--- config.mk ---
export PLATFORM = sky130hd
export DESIGN_NAME = risc_datapath
export DESIGN_NICKNAME = d
export VERILOG_FILES = /design/src/rtl/risc_datapath.sv
export SDC_FILE = /design/constraint.sdc
export NUM_CORES = 1
export LEC_CHECK = 0
export BUFFER_PORTS_ARGS = -buffer_cell sky130_fd_sc_hd__buf_2
export CAP_MARGIN = 20
export CORE_ASPECT_RATIO = 1.25
export CORE_MARGIN = 10
export CORE_UTILIZATION = 50
export CTS_BUF_LIST = sky130_fd_sc_hd__clkbuf_4
export CTS_CLUSTER_DIAMETER = 50
export DETAILED_ROUTE_END_ITERATION = 6
export GPL_TIMING_DRIVEN = 0
export PLACE_DENSITY = 0.78
export SYNTH_ARGS = -nofsm -noshare
export SYNTH_HDL_FRONTEND = slang
export SYNTH_SLANG_ARGS = --single-unit
--- constraint.sdc ---
create_clock -name clk -period 4.5 [get_ports clk]
set_clock_uncertainty 0.1 [all_clocks]
set_input_delay 0.45 -clock clk [delete_from_list [all_inputs] [get_ports clk]]
set_output_delay 0.45 -clock clk [all_outputs]
set_load 0.01 [all_outputs]
--- src/rtl/risc_datapath.sv ---
// Execution datapath for the simple RISC machine: 8x16 register file, A/B operand
// latches, B-side shifter, 4-function ALU, result register C and zero flag.

module risc_regfile (
  input  logic        clk,
  input  logic        reset_n,
  input  logic        write,
  input  logic [2:0]  writenum,
  input  logic [2:0]  readnum,
  input  logic [15:0] data_in,
  output logic [15:0] data_out
);

  // Kept as discrete registers so R0..R7 can be reached by name from a bench.
  logic [15:0] R0, R1, R2, R3, R4, R5, R6, R7;

  always_ff @(posedge clk) begin
    if (!reset_n) begin
      R0 <= '0;
      R1 <= '0;
      R2 <= '0;
      R3 <= '0;
      R4 <= '0;
      R5 <= '0;
      R6 <= '0;
      R7 <= '0;
    end else if (write) begin
      case (writenum)
        3'd0: R0 <= data_in;
        3'd1: R1 <= data_in;
        3'd2: R2 <= data_in;
        3'd3: R3 <= data_in;
        3'd4: R4 <= data_in;
        3'd5: R5 <= data_in;
        3'd6: R6 <= data_in;
        default: R7 <= data_in;
      endcase
    end
  end

  // Read sees stored values only; a same-cycle write shows up after the edge.
  always_comb begin
    data_out = R0;
    case (readnum)
      3'd0: data_out = R0;
      3'd1: data_out = R1;
      3'd2: data_out = R2;
      3'd3: data_out = R3;
      3'd4: data_out = R4;
      3'd5: data_out = R5;
      3'd6: data_out = R6;
      default: data_out = R7;
    endcase
  end

endmodule

module risc_shifter (
  input  logic [15:0] in,
  input  logic [1:0]  shift,
  output logic [15:0] out
);

  always_comb begin
    out = in;
    case (shift)
      2'b00: out = in;
      2'b01: out = {in[14:0], 1'b0};
      2'b10: out = {1'b0, in[15:1]};
      default: out = {in[15], in[15:1]};
    endcase
  end

endmodule

module risc_alu (
  input  logic [15:0] ain,
  input  logic [15:0] bin,
  input  logic [1:0]  alu_op,
  output logic [15:0] result,
  output logic        zero
);

  always_comb begin
    result = '0;
    case (alu_op)
      2'b00: result = ain + bin;
      2'b01: result = ain - bin;
      2'b10: result = ain & bin;
      default: result = ~bin;
    endcase
    zero = (result == 16'd0);
  end

endmodule

module risc_datapath (
  input  logic        clk,
  input  logic        reset_n,
  input  logic [15:0] datapath_in,
  input  logic        vsel,
  input  logic [2:0]  writenum,
  input  logic        write,
  input  logic [2:0]  readnum,
  input  logic        loada,
  input  logic        loadb,
  input  logic [1:0]  shift,
  input  logic        asel,
  input  logic        bsel,
  input  logic [1:0]  ALUop,
  input  logic        loadc,
  input  logic        loads,
  output logic        Z_out,
  output logic [15:0] datapath_out
);

  logic [15:0] write_data;
  logic [15:0] read_data;
  logic [15:0] a_reg;
  logic [15:0] b_reg;
  logic [15:0] c_reg;
  logic        status;
  logic [15:0] shift_out;
  logic [15:0] ain;
  logic [15:0] bin;
  logic [15:0] alu_result;
  logic        alu_zero;

  // Write-back of C uses the value held before this edge.
  assign write_data = vsel ? datapath_in : c_reg;

  risc_regfile REGFILE (
    .clk      (clk),
    .reset_n  (reset_n),
    .write    (write),
    .writenum (writenum),
    .readnum  (readnum),
    .data_in  (write_data),
    .data_out (read_data)
  );

  always_ff @(posedge clk) begin
    if (!reset_n) begin
      a_reg  <= '0;
      b_reg  <= '0;
      c_reg  <= '0;
      status <= 1'b0;
    end else begin
      if (loada) a_reg  <= read_data;
      if (loadb) b_reg  <= read_data;
      if (loadc) c_reg  <= alu_result;
      if (loads) status <= alu_zero;
    end
  end

  risc_shifter u_shifter (
    .in    (b_reg),
    .shift (shift),
    .out   (shift_out)
  );

  assign ain = asel ? 16'd0 : a_reg;
  assign bin = bsel ? {11'b0, datapath_in[4:0]} : shift_out;

  risc_alu u_alu (
    .ain    (ain),
    .bin    (bin),
    .alu_op (ALUop),
    .result (alu_result),
    .zero   (alu_zero)
  );

  assign datapath_out = c_reg;
  assign Z_out        = status;

endmodule

==> impl_metrics.env, run 1 <==
export IMPL_routed_wl_um=32000
export IMPL_crit_path_max_incr_delay_ns=0.50
export IMPL_post_route_period_util=0.969
export IMPL_ant_nets=0
export IMPL_status="complete, no violations"
export IMPL_startpoint_type="flip-flop"
export IMPL_drtIter0Drc=882
export IMPL_min_period_ns=4.36
export IMPL_grt_util_met2=0.435
export IMPL_synth_avg_cell_area_um2=8.45
export IMPL_grt_start_max_net_pins=17
export IMPL_synth_edff_count=0
export IMPL_grt_pass1_wl_um=48900
export IMPL_clock_latency_ns=0.62
export IMPL_crit_start="b_reg[0]"
export IMPL_synth_most_common_cell="nor2_1"
export IMPL_r2r_slack_ns=0.14
export IMPL_path_delay_family="compound AO/OA/AOI/OAI gates"
export IMPL_power_density_nw_per_um2=331
export IMPL_h_tree_depth=4
export IMPL_power_mw=3.43
export IMPL_ys_top_cells_by_count="nor2_1, dfxtp_1, a211oi_1, clkbuf_1, mux2i_1"
export IMPL_start_util=0.506
export IMPL_cp_required_ns=4.95
export IMPL_die_area_um2=24900
export IMPL_viasPerCell=6.32
export IMPL_clkTransAtPathRegs_ns=0.15
export IMPL_setup_ws_ns=0.140
export IMPL_wire_per_inst_um=22.4
export IMPL_grt_setup_unrepaired="false"
export IMPL_portBuffers=45
export IMPL_place_ws_ns=-1.20
export IMPL_reg2reg_to="Z_out"
export IMPL_drv_cap=0
export IMPL_grtUsageMet1=0.280
export IMPL_ctsRootBufferMaster="clkbuf_4"
export IMPL_worstPathArrival_ns=4.81
export IMPL_clockBufferDepth=2
export IMPL_r2r_start="b_reg[0]"
export IMPL_die_y_um=174
export IMPL_antenna_found_initial=1
export IMPL_fp_row_count=56
export IMPL_p_leak_nw=3.78
export IMPL_syn_cell_area_um2=9460
export IMPL_ios=53
export IMPL_drv_slew=0
export IMPL_synth_top_area_cell="dfxtp_1"
export IMPL_worst_r2r_cell_count=16
export IMPL_ys_types=78
export IMPL_overflow=0
export IMPL_hold_viol_final=0
export IMPL_grt_pass1_vias=8710
export IMPL_peakVddDrop_uv=198
export IMPL_crit_top_cell="ha_1"
export IMPL_cp_depth=16
export IMPL_cp_max_fo=6
export IMPL_grt_total_usage=0.251
export IMPL_cts_sinks=177
export IMPL_fmax_mhz=229
export IMPL_synth_area_leaders="dfxtp_1, a211oi_1, nor2_1, mux2i_1, clkbuf_1"
export IMPL_worstSetupEndpointType="flip-flop"
export IMPL_first_pass_iters=5
export IMPL_drive_gt1_frac=0.119
export IMPL_tightest_slew_ns=1.05
export IMPL_globalRouteMet3Util=0.0400
export IMPL_worstSetupPathType="reg -> reg"
export IMPL_cts_tree="yes"
export IMPL_synthCells=1119
export IMPL_synthArstFlopShare=0
export IMPL_dpl_hpwl_um=24600
export IMPL_synthesis_nets=1173
export IMPL_finalSetupViolCount=0
export IMPL_yosys_warnings=0
export IMPL_synthFlopType="dfxtp_1"
export IMPL_synthToLayoutAreaGrowth_pct=9.50
export IMPL_core_area_um2=18700
export IMPL_critPathSlowestCell="o31ai_2"
export IMPL_ys_ff_latch=177
export IMPL_worstSetupEndpoint="Z_out"
export IMPL_die_x_um=143
export IMPL_max_slew_margin=0.278
export IMPL_path_buf_inv=2
export IMPL_nNetsFinal=1238
export IMPL_drc=0
export IMPL_cts_buffers=17
export IMPL_hold_path_class="in -> reg"
export IMPL_grt_busiest_layer="met2"
export IMPL_synth_seq_area_share=0.375
export IMPL_gp_congestion=0.957
export IMPL_dr_total_vias=9034
export IMPL_crit_chain="or3b_1 > a21oi_2 > inv_2 > ha_1 > nor2_1 > xnor2_1 > ha_1 > nor2b_1 > o31ai_2 > a2111oi_0 > a221oi_1 > buf_4 > nand4_1 > nor4_2 > o2111ai_1 > o21ai_1"
export IMPL_yosys_area_top_type_share=0.375
## placed cells by master (no fill, tap or decap), types with 7 or more instances in the layout
cell | netlist | final
a211oi_1 | 150 | 148
a21oi_1 | 44 | 43
a221oi_1 | 15 | 14
a31oi_1 | 12 | 12
buf_1 | 7 | 7
buf_2 | 3 | 48
clkbuf_1 | 72 | 69
clkbuf_4 | 0 | 18
dfxtp_1 | 177 | 177
ha_1 | 17 | 17
inv_1 | 17 | 17
mux2_2 | 17 | 17
mux2i_1 | 64 | 64
nand2_1 | 50 | 50
nand2b_1 | 13 | 13
nand3_1 | 9 | 9
nor2_1 | 226 | 225
nor2b_1 | 31 | 31
nor3_1 | 11 | 10
nor3b_1 | 7 | 7
o21a_1 | 12 | 12
o21ai_0 | 25 | 25
o22ai_1 | 7 | 7
or2_2 | 7 | 7
xnor2_1 | 12 | 12
## area by class of cell
type / count / area [um2]
plain buffers: 84 / 340
well taps: 232 / 290
diodes: 1 / 2.50
repair buffers: 47 / 243
clock inverters: 14 / 176
multi-input cells: 836 / 5550
inverters: 21 / 80.1
fillers: 1729 / 8350
flip-flops and latches: 177 / 3540
clock buffers: 18 / 135
## cells by family after synthesis
| kind of cell | count (synthesis) | synth area share |
|---|---|---|
| AO/OA/AOI/OAI | 325 | 0.249 |
| XOR/XNOR | 19 | 0.0184 |
| adder cells (fa/ha/maj) | 18 | 0.0246 |
| buffers and inverters | 106 | 0.0446 |
| flip-flops | 177 | 0.375 |
| multiplexers | 87 | 0.102 |
| AND/OR/NAND/NOR | 387 | 0.186 |
## worst register-to-register path: stages (launching register included)
cell       delay (ns)
dfxtp_1          0.40
or3b_1           0.40
a21oi_2          0.24
inv_2            0.06
ha_1             0.23
nor2_1           0.16
xnor2_1          0.10
ha_1             0.36
nor2b_1          0.18
o31ai_2          0.50
a2111oi_0        0.22
a221oi_1         0.29
buf_4            0.20
nand4_1          0.15
nor4_2           0.41
o2111ai_1        0.18
o21ai_1          0.14
## timing repair
action,4_1_cts,5_1_grt
hold buffers,1,0
buffers inserted,1,0
resized for setup,4,9
endpoints found under the hold margin,1,0
endpoints found under the setup margin,2,2
## stage by stage
stage	setup TNS, ns	cells	utilization	hold WS (ns)	cell area, um2
after floorplan	0	1119	-	0.362	9460
after global placement	-4.19	1396	0.533	0.365	9970
after detailed placement	-3.96	1396	0.533	0.372	9970
after CTS	0	1430	0.552	0.0958	10300
after global routing	0	1430	0.554	0.125	10400
final	0	1430	0.554	0.121	10400
## report_power, final
| group | total (mW) | internal [mW] | switching (mW) |
|---|---|---|---|
| logic | 0.743 | 0.266 | 0.476 |
| clock network | 0.994 | 0.401 | 0.593 |
| registers | 1.69 | 1.64 | 0.0522 |
## routing by layer
layer | up-vias | routed length [um]
met5 | - | 0
met4 | 0 | 2050
met3 | 138 | 1950
met2 | 453 | 15700
met1 | 4219 | 12300
li1 | 4224 | -
## how the worst min path moves through the flow
stage	from	end	cells past startpoint
after detailed placement	Z_out	Z_out	2
final	loadc	datapath_out[12]	3
after CTS	loadc	datapath_out[12]	3
after floorplan	a_reg[1]	a_reg[1]	2
after global placement	Z_out	Z_out	2
after global routing	loadc	datapath_out[12]	3
Power figures use the tool's default switching activity.
==> run 2: changes to the inputs <==
--- a/config.mk
+++ b/config.mk
@@ -7,7 +7,7 @@
 export LEC_CHECK = 0
 export BUFFER_PORTS_ARGS = -buffer_cell sky130_fd_sc_hd__buf_2
 export CAP_MARGIN = 20
-export CORE_ASPECT_RATIO = 1.25
+export CORE_ASPECT_RATIO = 0.8
 export CORE_MARGIN = 10
 export CORE_UTILIZATION = 50
 export CTS_BUF_LIST = sky130_fd_sc_hd__clkbuf_4
==> constraint.sdc (replaced) <==
create_clock -name clk -period 5.3 [get_ports clk]
set_clock_uncertainty 0.1 [all_clocks]
set_input_delay 0.53 -clock clk [delete_from_list [all_inputs] [get_ports clk]]
set_output_delay 0.53 -clock clk [all_outputs]
set_load 0.01 [all_outputs]
==> run 2 against run 1 <==
  * The flow now finishes with violations (design-rule violations)
  * Setup slack better by 0.044 ns
  * Clock power down 20%
  * Register-to-register slack better by 0.11 ns
  * Critical path depth unchanged
  * Global-route usage down 0.23 points
  * Non-clock buffer count unchanged
  * Sequential power down 15%
  * Design area down 0.57%
  * Sequential share of layout area up 0.20 points
  * Power down 17%
  * Utilization up 0.64 points
  * Critical path type is now in -> reg
==> impl_metrics.env, run 2 (same netlist as run 1, synthesis figures left out) <==
export IMPL_violations="design-rule violations"
export IMPL_cp_max_fo=10
export IMPL_h_tree_depth=4
export IMPL_grt_pass1_vias=8359
export IMPL_dr_wl_met3_um=3970
export IMPL_routed_wl_um=31600
export IMPL_start_util=0.514
export IMPL_power_density_nw_per_um2=277
export IMPL_startpoint_type="primary input"
export IMPL_final_common_cell="nor2_1"
export IMPL_crit_start="ALUop[1]"
export IMPL_first_pass_iters=7
export IMPL_r2r_start="b_reg[1]"
export IMPL_min_period_ns=5.12
export IMPL_drv_cap=0
export IMPL_wire_per_inst_um=21.8
export IMPL_dr_total_vias=9227
export IMPL_ant_nets=0
export IMPL_crit_path_max_incr_delay_ns=0.54
export IMPL_ctsRootBufferMaster="clkbuf_4"
export IMPL_place_inst=1417
export IMPL_worstSetupPathType="in -> reg"
export IMPL_clockBufferDepth=2
export IMPL_worstSetupEndpointType="flip-flop"
export IMPL_drive_gt1_frac=0.110
export IMPL_ios=53
export IMPL_design_area_um2=10300
export IMPL_worstSetupEndpoint="Z_out"
export IMPL_met1_length_um=14200
export IMPL_layoutNonFillerInstCount=1451
export IMPL_r2r_slack_ns=0.25
export IMPL_synthToLayoutAreaGrowth_pct=8.88
export IMPL_peakVddDrop_uv=130
export IMPL_grt_start_max_net_pins=18
export IMPL_tightest_slew_ns=1.17
export IMPL_routed_top_layer="met5"
export IMPL_fmax_mhz=195
export IMPL_cts_tree="yes"
export IMPL_hold_path_class="in -> reg"
export IMPL_finalSetupViolCount=0
export IMPL_drtIter0Drc=1281
export IMPL_overflow=0
export IMPL_core_area_um2=18400
export IMPL_grt_pass1_wl_um=48600
export IMPL_post_route_period_util=0.965
export IMPL_die_x_um=174
export IMPL_p_leak_nw=3.74
export IMPL_antenna_found_initial=1
export IMPL_cts_buffers=17
export IMPL_drc=8
export IMPL_grt_total_usage=0.249
export IMPL_cts_sinks=177
export IMPL_hold_buffers=0
export IMPL_hold_viol_final=0
export IMPL_critPathSlowestCell="nor4_1"
export IMPL_portBuffers=45
export IMPL_crit_top_cell="clkbuf_1"
export IMPL_die_area_um2=24900
export IMPL_viasPerCell=6.36
export IMPL_worst_r2r_cell_count=16
export IMPL_clkTransAtPathRegs_ns=0.15
export IMPL_max_slew_margin=0.198
export IMPL_status="complete, but fails checks"
export IMPL_clock_latency_ns=0.63
export IMPL_die_y_um=143
export IMPL_gp_congestion=1.01
export IMPL_cp_required_ns=5.75
export IMPL_nNetsFinal=1238
export IMPL_worstPathArrival_ns=5.57
export IMPL_dpl_hpwl_um=24300
export IMPL_fp_row_count=44
export IMPL_drv_slew=0
export IMPL_crit_chain="buf_2 > clkbuf_1 > clkbuf_1 > clkbuf_1 > nor2_1 > a21oi_1 > xnor2_1 > ha_1 > or2_1 > nor3_1 > a2111oi_0 > a221oi_2 > nand4_1 > nor4_1 > o2111ai_1 > o21ai_1"
export IMPL_wl_met2_um=12800
export IMPL_dpl_instance_area_um2=10000
export IMPL_reg2reg_to="Z_out"
export IMPL_mostFrequentLayoutCells="nor2_1, dfxtp_1, a211oi_1"
run 2: cell types whose count changed in the layout (fill, tap and decap cells not counted), sizes merged:
cell / before / now
clkinv: 5 / 6
dlygate4sd3: 1 / 0
inv: 25 / 27
bufinv: 3 / 1
run 2: power breakdown:
| group | switching [mW] | internal [mW] | total, mW |
|---|---|---|---|
| combinational | 0.401 | 0.223 | 0.624 |
| sequential | 0.0449 | 1.39 | 1.44 |
| clock | 0.543 | 0.248 | 0.791 |
run 2: timing repair:
item                       CTS  global route
hold endpoints to repair     0             0
resized for setup            0             2
setup endpoints to repair    0             1
buffers inserted             0             0
run 2: how the worst min path moves through the flow:
stage | startpoint | endpoint | slack [ns] | cells after the start
2_1_floorplan | a_reg[1] | a_reg[1] | 0.36 | 2
3_3_place_gp | REGFILE.R0[5] | REGFILE.R0[5] | 0.38 | 2
3_5_place_dp | a_reg[0] | a_reg[0] | 0.39 | 2
4_1_cts | loads | Z_out | 0.10 | 3
5_1_grt | loads | Z_out | 0.12 | 3
6_report | loads | Z_out | 0.11 | 3
run 2: through the flow:
stage	util	setup WS, ns	power (mW)	TNS [ns]	hold WS (ns)
2_1_floorplan	-	1.18	1.87	0	0.362
3_3_place_gp	0.544	-0.524	2.05	-0.524	0.382
3_5_place_dp	0.544	-0.555	2.06	-0.555	0.385
4_1_cts	0.559	0.0725	2.82	0	0.101
5_1_grt	0.560	-0.0125	2.95	-0.0125	0.122
6_report	0.560	0.183	2.85	0	0.111
run 2: routing by layer:
metal | GRT usage | vias up
met3 | 0.0648 | 69
met5 | 0 | -
met2 | 0.353 | 594
li1 | - | 4238
met4 | 0.0696 | 2
met1 | 0.361 | 4324
run 2: layout make-up:
class	count	area, um2
fill	1743	8090
multi-input combinational	836	5500
sequential	177	3540
buffer	85	342
tap	253	317
timing repair buffer	46	233
clock inverter	15	149
clock buffer	17	128
inverter	21	80.1
antenna	1	2.50
run 2: worst max-delay path: cells and delay by family:
kind	cells	cell delay [ns]
simple gates	5	1.84
buf+inv	4	1.46
compound gates	5	1.34
fa+ha+maj	1	0.30
xor+xnor	1	0.11
==> run 3: changes to the inputs <==
--- a/config.mk
+++ b/config.mk
@@ -5,7 +5,7 @@
 export SDC_FILE = /design/constraint.sdc
 export NUM_CORES = 1
 export LEC_CHECK = 0
-export BUFFER_PORTS_ARGS = -buffer_cell sky130_fd_sc_hd__buf_2
+export BUFFER_PORTS_ARGS = -buffer_cell sky130_fd_sc_hd__buf_4
 export CAP_MARGIN = 20
 export CORE_ASPECT_RATIO = 0.8
 export CORE_MARGIN = 10
==> run 3 against run 2 <==
  * Clock power grew 11%
  * Cell count is 0.14% lower
  * Non-clock buffer count shrank 1
  * The run now ends clean
  * Global-route usage hardly changed
  * Die area unchanged
  * Critical path type unchanged
  * Largest cell class unchanged
  * Via count increased by 0.49%
==> impl_metrics.env, run 3 (same netlist as run 1, synthesis figures left out) <==
export IMPL_dr_total_vias=9272
export IMPL_dpl_hpwl_um=24500
export IMPL_grt_total_usage=0.249
export IMPL_die_y_um=143
export IMPL_wire_per_inst_um=22.2
export IMPL_overflow=0
export IMPL_gp_congestion=0.987
export IMPL_viasPerCell=6.40
export IMPL_die_x_um=174
export IMPL_routed_wl_um=32200
export IMPL_power_density_nw_per_um2=283
export IMPL_hold_buffers=0
export IMPL_cp_required_ns=5.73
export IMPL_synthToLayoutAreaGrowth_pct=10.5
export IMPL_startpoint_type="primary input"
export IMPL_drv_slew=0
export IMPL_cp_max_fo=10
export IMPL_grt_pass1_wl_um=48800
export IMPL_first_pass_iters=5
export IMPL_core_area_um2=18400
export IMPL_cts_sinks=177
export IMPL_power_mw=2.95
export IMPL_worstSetupPathType="in -> reg"
export IMPL_clkTransAtPathRegs_ns=0.14
export IMPL_ctsRootBufferMaster="clkbuf_4"
export IMPL_p_leak_nw=3.79
export IMPL_drive_gt1_frac=0.110
export IMPL_worst_r2r_cell_count=17
export IMPL_fmax_mhz=196
export IMPL_min_period_ns=5.10
export IMPL_ant_nets=0
export IMPL_tightest_slew_ns=1.14
export IMPL_worstSetupEndpointType="flip-flop"
export IMPL_die_area_um2=24900
export IMPL_drv_cap=0
export IMPL_clockBufferDepth=2
export IMPL_design_area_um2=10500
export IMPL_nNetsFinal=1237
export IMPL_fillers=1752
export IMPL_portBuffers=45
export IMPL_cts_tree="yes"
export IMPL_clock_latency_ns=0.59
export IMPL_fp_row_count=44
export IMPL_hold_path_depth=3
export IMPL_worstPathArrival_ns=5.53
export IMPL_grt_start_max_net_pins=17
export IMPL_finalSetupViolCount=0
export IMPL_hold_viol_final=0
export IMPL_antennaDiodeCount=0
export IMPL_cts_buffers=17
export IMPL_h_tree_depth=4
export IMPL_grt_pass1_vias=8342
export IMPL_dpl_instance_area_um2=10100
export IMPL_status="complete, no violations"
export IMPL_post_route_period_util=0.963
export IMPL_mostFrequentLayoutCells="nor2_1, dfxtp_1, a211oi_1"
export IMPL_drtIter0Drc=1321
export IMPL_grt_setup_unrepaired="false"
export IMPL_final_common_cell="nor2_1"
export IMPL_hold_path_class="in -> reg"
export IMPL_max_slew_margin=0.221
export IMPL_ios=53
export IMPL_antenna_found_initial=0
export IMPL_start_util=0.514
export IMPL_drc=0
export IMPL_peakVddDrop_uv=144
==> run 3: cell types whose count changed in the layout (fill, tap and decap cells not counted), moves of 2 or more <==
| cell | before | now |
|---|---|---|
| bufinv_16 | 1 | 4 |
| buf_4 | 2 | 46 |
| clkbuf_4 | 17 | 19 |
| inv_6 | 5 | 1 |
| buf_2 | 48 | 3 |
| inv_8 | 3 | 0 |
| clkinv_4 | 2 | 4 |
==> run 3: final cells by class <==
class                      count  area [um2]  area share
inverter                      21        80.1     0.00766
clock buffer                  19         143      0.0136
tap                          253         317      0.0303
clock inverter                13         185      0.0177
sequential                   177        3540       0.339
buffer                        85         342      0.0327
multi-input combinational    836        5500       0.527
timing repair buffer          45         338      0.0323
==> run 3: worst max-delay path, cell delays in order <==
cell and delay, ns:
buf_4 0.08, clkbuf_1 0.35, clkbuf_1 0.46, clkbuf_1 0.56, nor2_1 0.38, nor2_1 0.20, xnor2_1 0.10, ha_1 0.38
nor2b_1 0.18, o31ai_2 0.49, a2111oi_0 0.24, a221oi_2 0.49, nand4_1 0.20, nor4_1 0.53, o2111ai_1 0.20, o21ai_1 0.15
==> run 3: final timing paths <==
path	start	end	slack, ns
setup / recovery	ALUop[1]	Z_out	0.20
hold / removal	loads	Z_out	0.13
setup reg to reg	b_reg[2]	Z_out	0.45
hold reg to reg	REGFILE.R4[0]	REGFILE.R4[0]	0.41
==> run 3: what timing repair did <==
| item | CTS | global route |
|---|---|---|
| endpoints found under the setup margin | 0 | 1 |
| gates resized for setup | 0 | 2 |
| setup buffers | 0 | 0 |
==> run 3: metrics by stage <==
step / cells / TNS [ns] / util / worst slack, ns / hold WS, ns
2_1_floorplan: 1119 / 0 / - / 1.18 / 0.362
3_3_place_gp: 1417 / -0.598 / 0.550 / -0.564 / 0.383
3_5_place_dp: 1417 / -0.570 / 0.550 / -0.546 / 0.388
5_1_grt: 1449 / 0 / 0.568 / 0.0940 / 0.110
6_report: 1449 / 0 / 0.568 / 0.196 / 0.129
4_1_cts: 1449 / 0 / 0.568 / 0.0374 / 0.125
==> run 3: report_power, final <==
| group | internal, mW | total, mW | switching [mW] | leakage (nW) |
|---|---|---|---|---|
| registers | 1.39 | 1.44 | 0.0452 | 1.44 |
| logic | 0.234 | 0.641 | 0.406 | 2.18 |
| clock network | 0.386 | 0.876 | 0.490 | 0.174 |
==> run 3: layer usage <==
layer	share of wire	GRT usage	wire length [um]
met1	0.45	0.365	14400
met4	0.019	0.0624	616
met2	0.41	0.349	13100
met5	0	0	0
met3	0.13	0.0688	4100
